File: src/rtl/instruction_issuer.sv
// -----------------------------------------------------------------------------
// instruction_issuer
//
// Buffers opcodes from a producer in a small FIFO and issues them one per
// cycle to the instruction decoder. A memory-read opcode (3'b100) is always
// followed by a one-cycle bubble. Illegal opcodes are dropped and recorded in
// a sticky error flag.
//
// Handshake: an opcode is accepted on a rising edge where op_valid and
// op_ready are both high. op_ready is combinational and depends only on the
// FIFO occupancy (high unless full), never on op_valid. The producer keeps
// op_in stable while op_valid is high and op_ready is low.
//
// Ports
//   clk          in   1  clock, rising edge active
//   rst          in   1  asynchronous active-high reset
//   op_in        in   3  opcode from the producer
//   op_valid     in   1  qualifies op_in
//   op_ready     out  1  FIFO can take an entry (= !full)
//   stall        in   1  decoder-side hold request
//   op_out       out  3  registered opcode to the decoder
//   op_out_valid out  1  qualifies op_out (registered)
//   err          out  1  sticky: an illegal opcode was accepted
//   issued_cnt   out  8  number of opcodes issued, wraps at 256
//   fsm_state    out  2  current FSM state (IDLE=0, ISSUE=1, BUBBLE=2)
// -----------------------------------------------------------------------------
module instruction_issuer #(
   parameter int DEPTH = 4
) (
   input  logic       clk,
   input  logic       rst,
   input  logic [2:0] op_in,
   input  logic       op_valid,
   output logic       op_ready,
   input  logic       stall,
   output logic [2:0] op_out,
   output logic       op_out_valid,
   output logic       err,
   output logic [7:0] issued_cnt,
   output logic [1:0] fsm_state
);

   localparam int AW = (DEPTH > 1) ? $clog2(DEPTH) : 1;

   localparam logic [2:0] OP_NOP      = 3'b000;
   localparam logic [2:0] OP_MEM_READ = 3'b100;

   typedef enum logic [1:0] {
      IDLE   = 2'd0,
      ISSUE  = 2'd1,
      BUBBLE = 2'd2
   } state_t;

   state_t        state, state_next;

   logic [2:0]    mem [DEPTH];
   logic [AW-1:0] wr_ptr, rd_ptr;
   logic [AW:0]   count;

   logic          full, empty;
   logic          legal, accept, push, pop;
   logic [2:0]    head;

   logic [2:0]    op_out_next;
   logic          op_out_valid_next;

   // ---------------------------------------------------------------------------
   // Input side
   // ---------------------------------------------------------------------------
   assign full     = (count == (AW+1)'(DEPTH));
   assign empty    = (count == '0);
   assign op_ready = ~full;

   assign legal  = (op_in != OP_NOP) && (op_in < 3'b110);
   assign accept = op_valid & op_ready;
   // Illegal opcodes are consumed by the handshake but never stored.
   assign push   = accept & legal;

   assign head = mem[rd_ptr];

   // ---------------------------------------------------------------------------
   // FSM next-state / issue decision
   // ---------------------------------------------------------------------------
   always_comb begin
      state_next        = state;
      pop               = 1'b0;
      op_out_next       = op_out;
      op_out_valid_next = op_out_valid;

      // stall freezes everything on the issue side; the defaults hold it.
      if (!stall) begin
         case (state)
            IDLE, ISSUE: begin
               if (!empty) begin
                  pop               = 1'b1;
                  op_out_next       = head;
                  op_out_valid_next = 1'b1;
                  // A memory read needs one dead cycle behind it.
                  state_next        = (head == OP_MEM_READ) ? BUBBLE : ISSUE;
               end else begin
                  op_out_next       = OP_NOP;
                  op_out_valid_next = 1'b0;
                  state_next        = IDLE;
               end
            end
            BUBBLE: begin
               op_out_next       = OP_NOP;
               op_out_valid_next = 1'b0;
               state_next        = IDLE;
            end
            default: begin
               op_out_next       = OP_NOP;
               op_out_valid_next = 1'b0;
               state_next        = IDLE;
            end
         endcase
      end
   end

   assign fsm_state = state;

   // ---------------------------------------------------------------------------
   // State and output registers
   // ---------------------------------------------------------------------------
   always_ff @(posedge clk or posedge rst) begin
      if (rst) begin
         state        <= IDLE;
         op_out       <= OP_NOP;
         op_out_valid <= 1'b0;
         issued_cnt   <= 8'd0;
      end else begin
         state        <= state_next;
         op_out       <= op_out_next;
         op_out_valid <= op_out_valid_next;
         if (pop) begin
            issued_cnt <= issued_cnt + 8'd1;
         end
      end
   end

   always_ff @(posedge clk or posedge rst) begin
      if (rst) begin
         err <= 1'b0;
      end else if (accept && !legal) begin
         err <= 1'b1;
      end
   end

   // ---------------------------------------------------------------------------
   // FIFO pointers and occupancy (DEPTH is a power of two, so the pointers
   // wrap naturally at their width)
   // ---------------------------------------------------------------------------
   always_ff @(posedge clk or posedge rst) begin
      if (rst) begin
         wr_ptr <= '0;
         rd_ptr <= '0;
         count  <= '0;
      end else begin
         if (push) begin
            wr_ptr <= wr_ptr + AW'(1);
         end
         if (pop) begin
            rd_ptr <= rd_ptr + AW'(1);
         end
         case ({push, pop})
            2'b10:   count <= count + (AW+1)'(1);
            2'b01:   count <= count - (AW+1)'(1);
            default: count <= count;
         endcase
      end
   end

   // Storage needs no reset: occupancy decides what is valid.
   always_ff @(posedge clk) begin
      if (push) begin
         mem[wr_ptr] <= op_in;
      end
   end

endmodule

File: config.mk
export PLATFORM = sky130hd
export DESIGN_NAME = instruction_issuer
export DESIGN_NICKNAME = d
export VERILOG_FILES = /design/src/rtl/instruction_issuer.sv
export SDC_FILE = /design/constraint.sdc
export NUM_CORES = 1
export LEC_CHECK = 0
export ABC_AREA = 1
export BUFFER_PORTS_ARGS = -buffer_cell sky130_fd_sc_hd__buf_2
export CAP_MARGIN = 20
export CORE_AREA = 2 2 49 85
export CTS_BUF_LIST = sky130_fd_sc_hd__clkbuf_16
export CTS_CLUSTER_DIAMETER = 30
export CTS_CLUSTER_SIZE = 28
export DETAILED_ROUTE_END_ITERATION = 10
export DIE_AREA = 0 0 51 87
export GPL_TIMING_DRIVEN = 0
export HOLD_SLACK_MARGIN = 0.05
export SYNTH_ARGS = -nofsm -noshare
export SYNTH_HDL_FRONTEND = slang
export SYNTH_SLANG_ARGS = --single-unit
File: constraint.sdc
create_clock -name clk -period 2.2 [get_ports clk]
set_clock_uncertainty 0.15 [all_clocks]
set_input_delay 0.44 -clock clk [delete_from_list [all_inputs] [get_ports clk]]
set_output_delay 0.44 -clock clk [all_outputs]
set_load 0.005 [all_outputs]
Word level (Yosys, flattened, before mapping)
Memories as Yosys holds them, arrays and structs flattened.
Index checks and enable logic that the tools add are counted.
{"block": "op_classes", "n_mux": 11, "bitwise": 3, "n_reduce_logical": 8, "n_lt_le_gt_ge": 1, "addsub": 5, "eq_ne": 5}
{"operator": "8-bit by 1-bit adder with 8-bit output (second input constant)", "n": 1}
{"operator": "3-bit equality test (second input constant)", "n": 2}
{"operator": "2-bit 2-to-1 mux", "n": 3}
{"operator": "3-bit 2-to-1 mux", "n": 2}
{"operator": "3-bit case mux with 2 select lines", "n": 1}
{"operator": "1-bit 2-to-1 mux", "n": 5}
{"operator": "2-bit by 1-bit adder with 2-bit output (second input constant)", "n": 2}
{"operator": "2-bit by 1-bit equality test with 1-bit output (second input constant)", "n": 2}
{"operator": "3-bit by 1-bit adder with 3-bit output (second input constant)", "n": 1}
{"operator": "3-bit logical NOT", "n": 1}
{"operator": "3-bit < comparator (second input constant)", "n": 1}
{"operator": "3-bit nonzero test", "n": 1}
{"operator": "3-bit by 1-bit subtractor with 3-bit output (second input constant)", "n": 1}
{"operator": "1-bit bitwise AND", "n": 2}
{"operator": "2-bit equality test (second input constant)", "n": 1}
{"operator": "1-bit logical AND", "n": 2}
{"operator": "2-bit logical NOT", "n": 1}
{"operator": "2-bit nonzero test", "n": 1}
{"operator": "2-bit OR reduction", "n": 1}
{"operator": "1-bit logical NOT", "n": 1}
{"operator": "1-bit inverter", "n": 1}
{"block": "word_totals", "ramBits": 12, "mem_count": 1, "regBits": 22, "out_inout_bits": 16, "inputBits": 7, "wordCells": 42}
{"name": "mem", "words": 4, "width": 3, "read_ports": 1, "rd_clocked_by_memory_dff": 0, "write_ports": 1, "line_no": "56", "text": "logic [2:0] mem [DEPTH];"}

Logic depth before layout (Yosys ltp)
{"block": "logic_depth", "ltp_word": 6, "ltp_mapped": 11, "depth_no_buf": 11}

Worst setup path after synthesis
No wires, ideal clock.
{"block": "synth_timing", "path_kind": "input-to-reg", "startpoint": "input op_in[0]", "endpoint": "register count[2]", "arrival_time_ns": 1.791, "n_path_buf": 0, "t_required_ns": 1.919, "cell_stages": 9, "path_slack_ns": 0.129, "setup_time_ns": 0.131, "cell_sequence": "o21ai_0 -> o21ai_0 -> nand2_2 -> ha_1 -> inv_1 -> fa_1 -> a21oi_1 -> o21ai_0 -> xor2_1"}
{"block": "synth_via", "elab_chain_len": 5, "word_cells_on_any_way": 8, "classes_between": "1 x order compare; 2 x eq/ne; 1 x mux; 1 x bitwise; 3 x reduce/logical"}
{"item": "start, declared", "line_no": "32", "text": "input logic [2:0] op_in,"}
{"item": "3-bit < comparator / 3-bit nonzero test (equally long branches)", "line_no": "74", "text": "assign legal = (op_in != OP_NOP) && (op_in < 3'b110);"}
{"item": "1-bit logical AND *", "line_no": "74"}
{"item": "1-bit bitwise AND *", "line_no": "77", "text": "assign push = accept & legal;"}
{"item": "2-bit by 1-bit equality test with 1-bit output / 2-bit equality test (equally long branches)", "line_no": "165", "text": "case ({push, pop})"}
{"item": "3-bit case mux with 2 select lines / 2-bit nonzero test (equally long branches)"}
{"item": "end signal, assigned", "line_no": "166", "text": "2'b10: count <= count + (AW+1)'(1);"}
{"item": "end signal, assigned", "line_no": "167", "text": "2'b01: count <= count - (AW+1)'(1);"}
{"item": "end signal, assigned", "line_no": "168", "text": "default: count <= count;"}
{"item": "end, declared", "line_no": "58", "text": "logic [AW:0] count;"}
Mark *: on every way between the ends. The rest lies on a longest branch, timed or not.
A chain may end at the register's enable or synchronous reset.

Worst setup path after layout
{"block": "layout_timing", "startpoint": "register state[1], in the netlist fsm_state[1]", "endpoint": "register count[2]"}
{"block": "layout_via", "elab_chain_len": 6, "word_cells_on_any_way": 9, "classes_between": "3 x eq/ne; 3 x mux; 3 x reduce/logical"}
{"item": "start, declared", "line_no": "54", "text": "state_t state, state_next;"}
{"item": "start signal, assigned", "line_no": "132", "text": "state <= state_next;"}
{"item": "2-bit by 1-bit equality test with 1-bit output / 2-bit logical NOT (equally long branches)", "line_no": "92", "text": "case (state)"}
{"item": "2-bit OR reduction *", "line_no": "92"}
{"item": "1-bit 2-to-1 mux *", "line_no": "92"}
{"item": "1-bit 2-to-1 mux *", "line_no": "91", "text": "if (!stall) begin"}
{"item": "via pop", "line_no": "61", "text": "logic legal, accept, push, pop;"}
{"item": "2-bit by 1-bit equality test with 1-bit output / 2-bit equality test (equally long branches)", "line_no": "165"}
{"item": "3-bit case mux with 2 select lines / 2-bit nonzero test (equally long branches)"}
The timed path passes the listed nets; every way through them passes the cells marked *.

==> load_flow_metrics.sql <==
INSERT INTO impl_metrics (metric_group, metric, value, unit) VALUES
('timing', 'tightest_slew', '0.873', 'ns'),
('drt', 'drt_pass1_iterations', '4', ''),
('power_and_ir_drop', 'power_leakage', '0.969', 'nW'),
('power_and_ir_drop', 'fin_total_pwr', '2.67', 'mW'),
('drt', 'ant_nets', '0', ''),
('cts', 'cts-root-buf', 'clkbuf_16', ''),
('placement', 'placement.setup.worst_slack', '-0.166', 'ns'),
('drt', 'detailroute.via_count', '1137', ''),
('global_route', 'global_route.usage.total', '0.164', ''),
('die', 'floorplan.initialDensity', '0.427', ''),
('die', 'die_area', '4440', 'µm²'),
('timing', 'report.final.hold_viol_count', '0', ''),
('yosys', 'synth_enable_flop_cells', '12', ''),
('cts', 'clk_latency', '0.27', 'ns'),
('die', 'fp-row-count', '30', ''),
('setup_path', 'setup.worst_path.class', 'reg2reg', ''),
('min_path', 'hp-class', 'in2async', ''),
('global_route', 'grt_overflow', '0', ''),
('setup_path', 'cell_occurring_most_often_along_the_worst_timing_path', 'inv_1', ''),
('placement', 'numPortBuffers', '22', ''),
('yosys', 'synth-seq-area-share', '0.562', ''),
('setup_path', 'setup.worst_path.start_class', 'flop', ''),
('timing', 'post-route-min-period', '2.08', 'ns'),
('drt', 'vias_per_cell', '4.62', ''),
('outcome', 'run_status', 'complete, no violations', ''),
('timing', 'slew_headroom', '0.418', ''),
('drt', 'post-route-drc-count', '0', ''),
('setup_path', 'end_kind', 'flop', ''),
('power_and_ir_drop', 'power.density', '1360', 'nW/µm²'),
('placement', 'place_congestion', '0.793', ''),
('finish', 'antenna_cells_inserted', '0', ''),
('cts', 'tritoncts.num_buffers', '5', ''),
('power_and_ir_drop', 'vdd_ir_drop_max', '0.000749', 'V'),
('setup_path', 'worst-endpoint-arrival', '2.09', 'ns'),
('yosys', 'synthArstFlopShare', '0.647', ''),
('global_route', 'grt_pass1_wl', '5390', 'µm'),
('setup_path', 'worst_ep_required_time', '2.21', 'ns'),
('setup_path', 'critical_path.max_stage_delay', '0.39', 'ns'),
('cts', 'cts.hold.buffers_added', '0', ''),
('yosys', 'yosys_warnings', '0', ''),
('global_route', 'grt_pass1_vias', '1183', ''),
('cts', 'max-clock-path-buffers', '2', ''),
('yosys', 'synthTopCellsByCount', '49 x nand2_1, 26 x inv_1, 22 x dfrtp_1', ''),
('timing', 'post-route-period-util', '0.945', ''),
('timing', 'max_freq', '481', 'MHz'),
('job', 'timing.max_cap.violations', '0', ''),
('drt', 'first_iter_violations', '13', ''),
('yosys', 'yosys.cell_count.top_type', 'nand2_1', ''),
('die', 'num_io_pins', '23', ''),
('yosys', 'postSynthNetCount', '180', ''),
('setup_path', 'critical_path.slowest_cell', 'dfrtp_1', ''),
('die', 'coreArea', '3790', 'µm²'),
('timing', 'setup-violations-final', '0', ''),
('cts', 'cts.sinks', '34', ''),
('yosys', 'register_bit_count_reported_by_yosys', '34', ''),
('setup_path', 'critical_path.max_fanout', '10', ''),
('placement', 'place.detailed.hpwl', '2280', 'µm'),
('global_route', 'grt_antenna_before_repair', '0', ''),
('yosys', 'synthesis.area_per_instance', '9.76', 'µm²'),
('timing', 'report.final.slew_viol_count', '0', ''),
('yosys', 'post_synth_main_area_contributors', 'dfrtp_1 34%, edfxtp_1 22%, nand2_1 11%, inv_1 6.0%, ha_1 4.6%', ''),
('finish', 'area_delta_synth_final', '21.2', '%'),
('drt', 'route.final.wire_length', '3030', 'µm'),
('yosys', 'netlist.area_leader.share', '0.340', ''),
('cts', 'cts_tree', 'yes', ''),
('yosys', 'synth_largest_area_cell', 'dfrtp_1', ''),
('finish', 'post_route_cells_drive_above_1_share', '0.242', ''),
('yosys', 'synth_top_flop_cell', 'dfrtp_1', ''),
('finish', 'design.final.nets', '211', ''),
('die', 'die_width', '51', 'µm'),
('cts', 'clkSlewWorstSetupHoldPaths', '0.05', 'ns'),
('timing', 'rsz_0062_raised_after_global_routing', 'yes', ''),
('setup_path', 'critical_path.cell_chain', 'inv_1, nand2_2, a21oi_4, buf_8, ha_1, inv_1, fa_2, a21oi_2, o21ai_1, xor2_1', ''),
('yosys', 'post_synth_inst_count', '166', ''),
('global_route', 'pin_count_of_the_biggest_net_entering_global_routing', '23', ''),
('cts', 'cts_max_level', '2', ''),
('drt', 'routed_wire_length_per_instance', '12.3', 'µm'),
('die', 'die_h', '87', 'µm'),
('timing', 'setup_ws', '0.120', 'ns'),
('yosys', 'post_synth_instance_area', '1620', 'µm²'),
('yosys', 'netlist-cell-type-count', '24', '');
-- power breakdown --
part / internal, mW / switching [mW] / leakage, nW / total [mW]
combinational: 0.413 / 0.575 / 0.527 / 0.988
clock: 0.412 / 0.246 / 0.0672 / 0.658
sequential: 0.865 / 0.155 / 0.375 / 1.02
total: 1.69 / 0.976 / 0.969 / 2.67
-- cell type report --
cell class | instances | area, µm²
multi-input combinational | 102 | 597
buffer | 2 | 22.5
inverter | 28 | 105
sequential | 34 | 912
clock inverter | 3 | 16.3
clock buffer | 5 | 125
timing repair buffer | 24 | 125
tap | 48 | 60.1
fill | 345 | 1830
-- path summary, 6_finish.rpt --
kind | from | end | slack, ns | cells past startpoint
max reg2reg | fsm_state[1] | count[2] | 0.12 | 10
min in group clk | op_in[0] | mem[3][0] | 0.27 | 1
max in group asynchronous | rst | count[0] | 1.12 | 2
min reg2reg | fsm_state[0] | fsm_state[0] | 0.32 | 2
min | rst | wr_ptr[1] | 0.19 | 2
max | fsm_state[1] | count[2] | 0.12 | 10
-- registers in the layout, summed over array words and instances (netlist names) --
register and cells:
op_out 3, count 3, issued_cnt 8, op_out_valid 1
err 1, rd_ptr 2, wr_ptr 2, fsm_state 2
mem 12
-- through the flow --
stage	utilization	hold WS (ns)	TNS, ns	std cells	cell area, µm²
final	0.518	0.192	0	246	1960
after global routing	0.518	0.269	-0.0576	246	1960
after CTS	0.511	0.218	0	244	1940
after detailed placement	0.472	0.315	-0.292	236	1790
after global placement	0.472	0.304	-0.250	236	1790
after floorplan	-	0.279	0	166	1620
-- cell families after synthesis --
logic type | synth area share
buffers and inverters | 0.0764
DFF | 0.562
xor gates and xnor gates | 0.0579
AOI/OAI and AO/OA | 0.0425
adders and majority gates | 0.0587
and+or+nand+nor | 0.202
-- cells in the final DEF, fill, tap and decap left out, drive strengths merged --
cell type and count:
clkinv 2, ha 6, nand4 3, clkbuf 5, a21oi 2, xor2 7
o21bai 1, nand3 11, dfrtp 22, nand2 53, edfxtp 12, inv 28
xnor2 2, fa 1, o21ai 8, nor2 8, buf 26, clkinvlp 1
-- worst max-delay path, delay by kind of cell, from the launching register on --
family	cells	cell delay (ns)
adder cells (fa/ha/maj)	2	0.49
flip-flops	1	0.39
AO/OA/AOI/OAI	3	0.36
buffers and inverters	3	0.34
XOR/XNOR	1	0.14
AND/OR/NAND/NOR	1	0.07
-- timing repair --
| item | 4_1_cts | 5_1_grt |
|---|---|---|
| resized for setup | 1 | 6 |
| pin swaps | 0 | 2 |
| setup buffers | 0 | 2 |
| endpoints found under the setup margin | 1 | 2 |
-- metal layers --
metal	global-route usage	wire, µm	vias to the layer above
li1	-	-	574
met1	0.179	1190	535
met2	0.286	1640	22
met3	0.0395	114	6
met4	0.0885	77	0
met5	0	0	-
No activity file was read; power rests on OpenSTA's default activity.
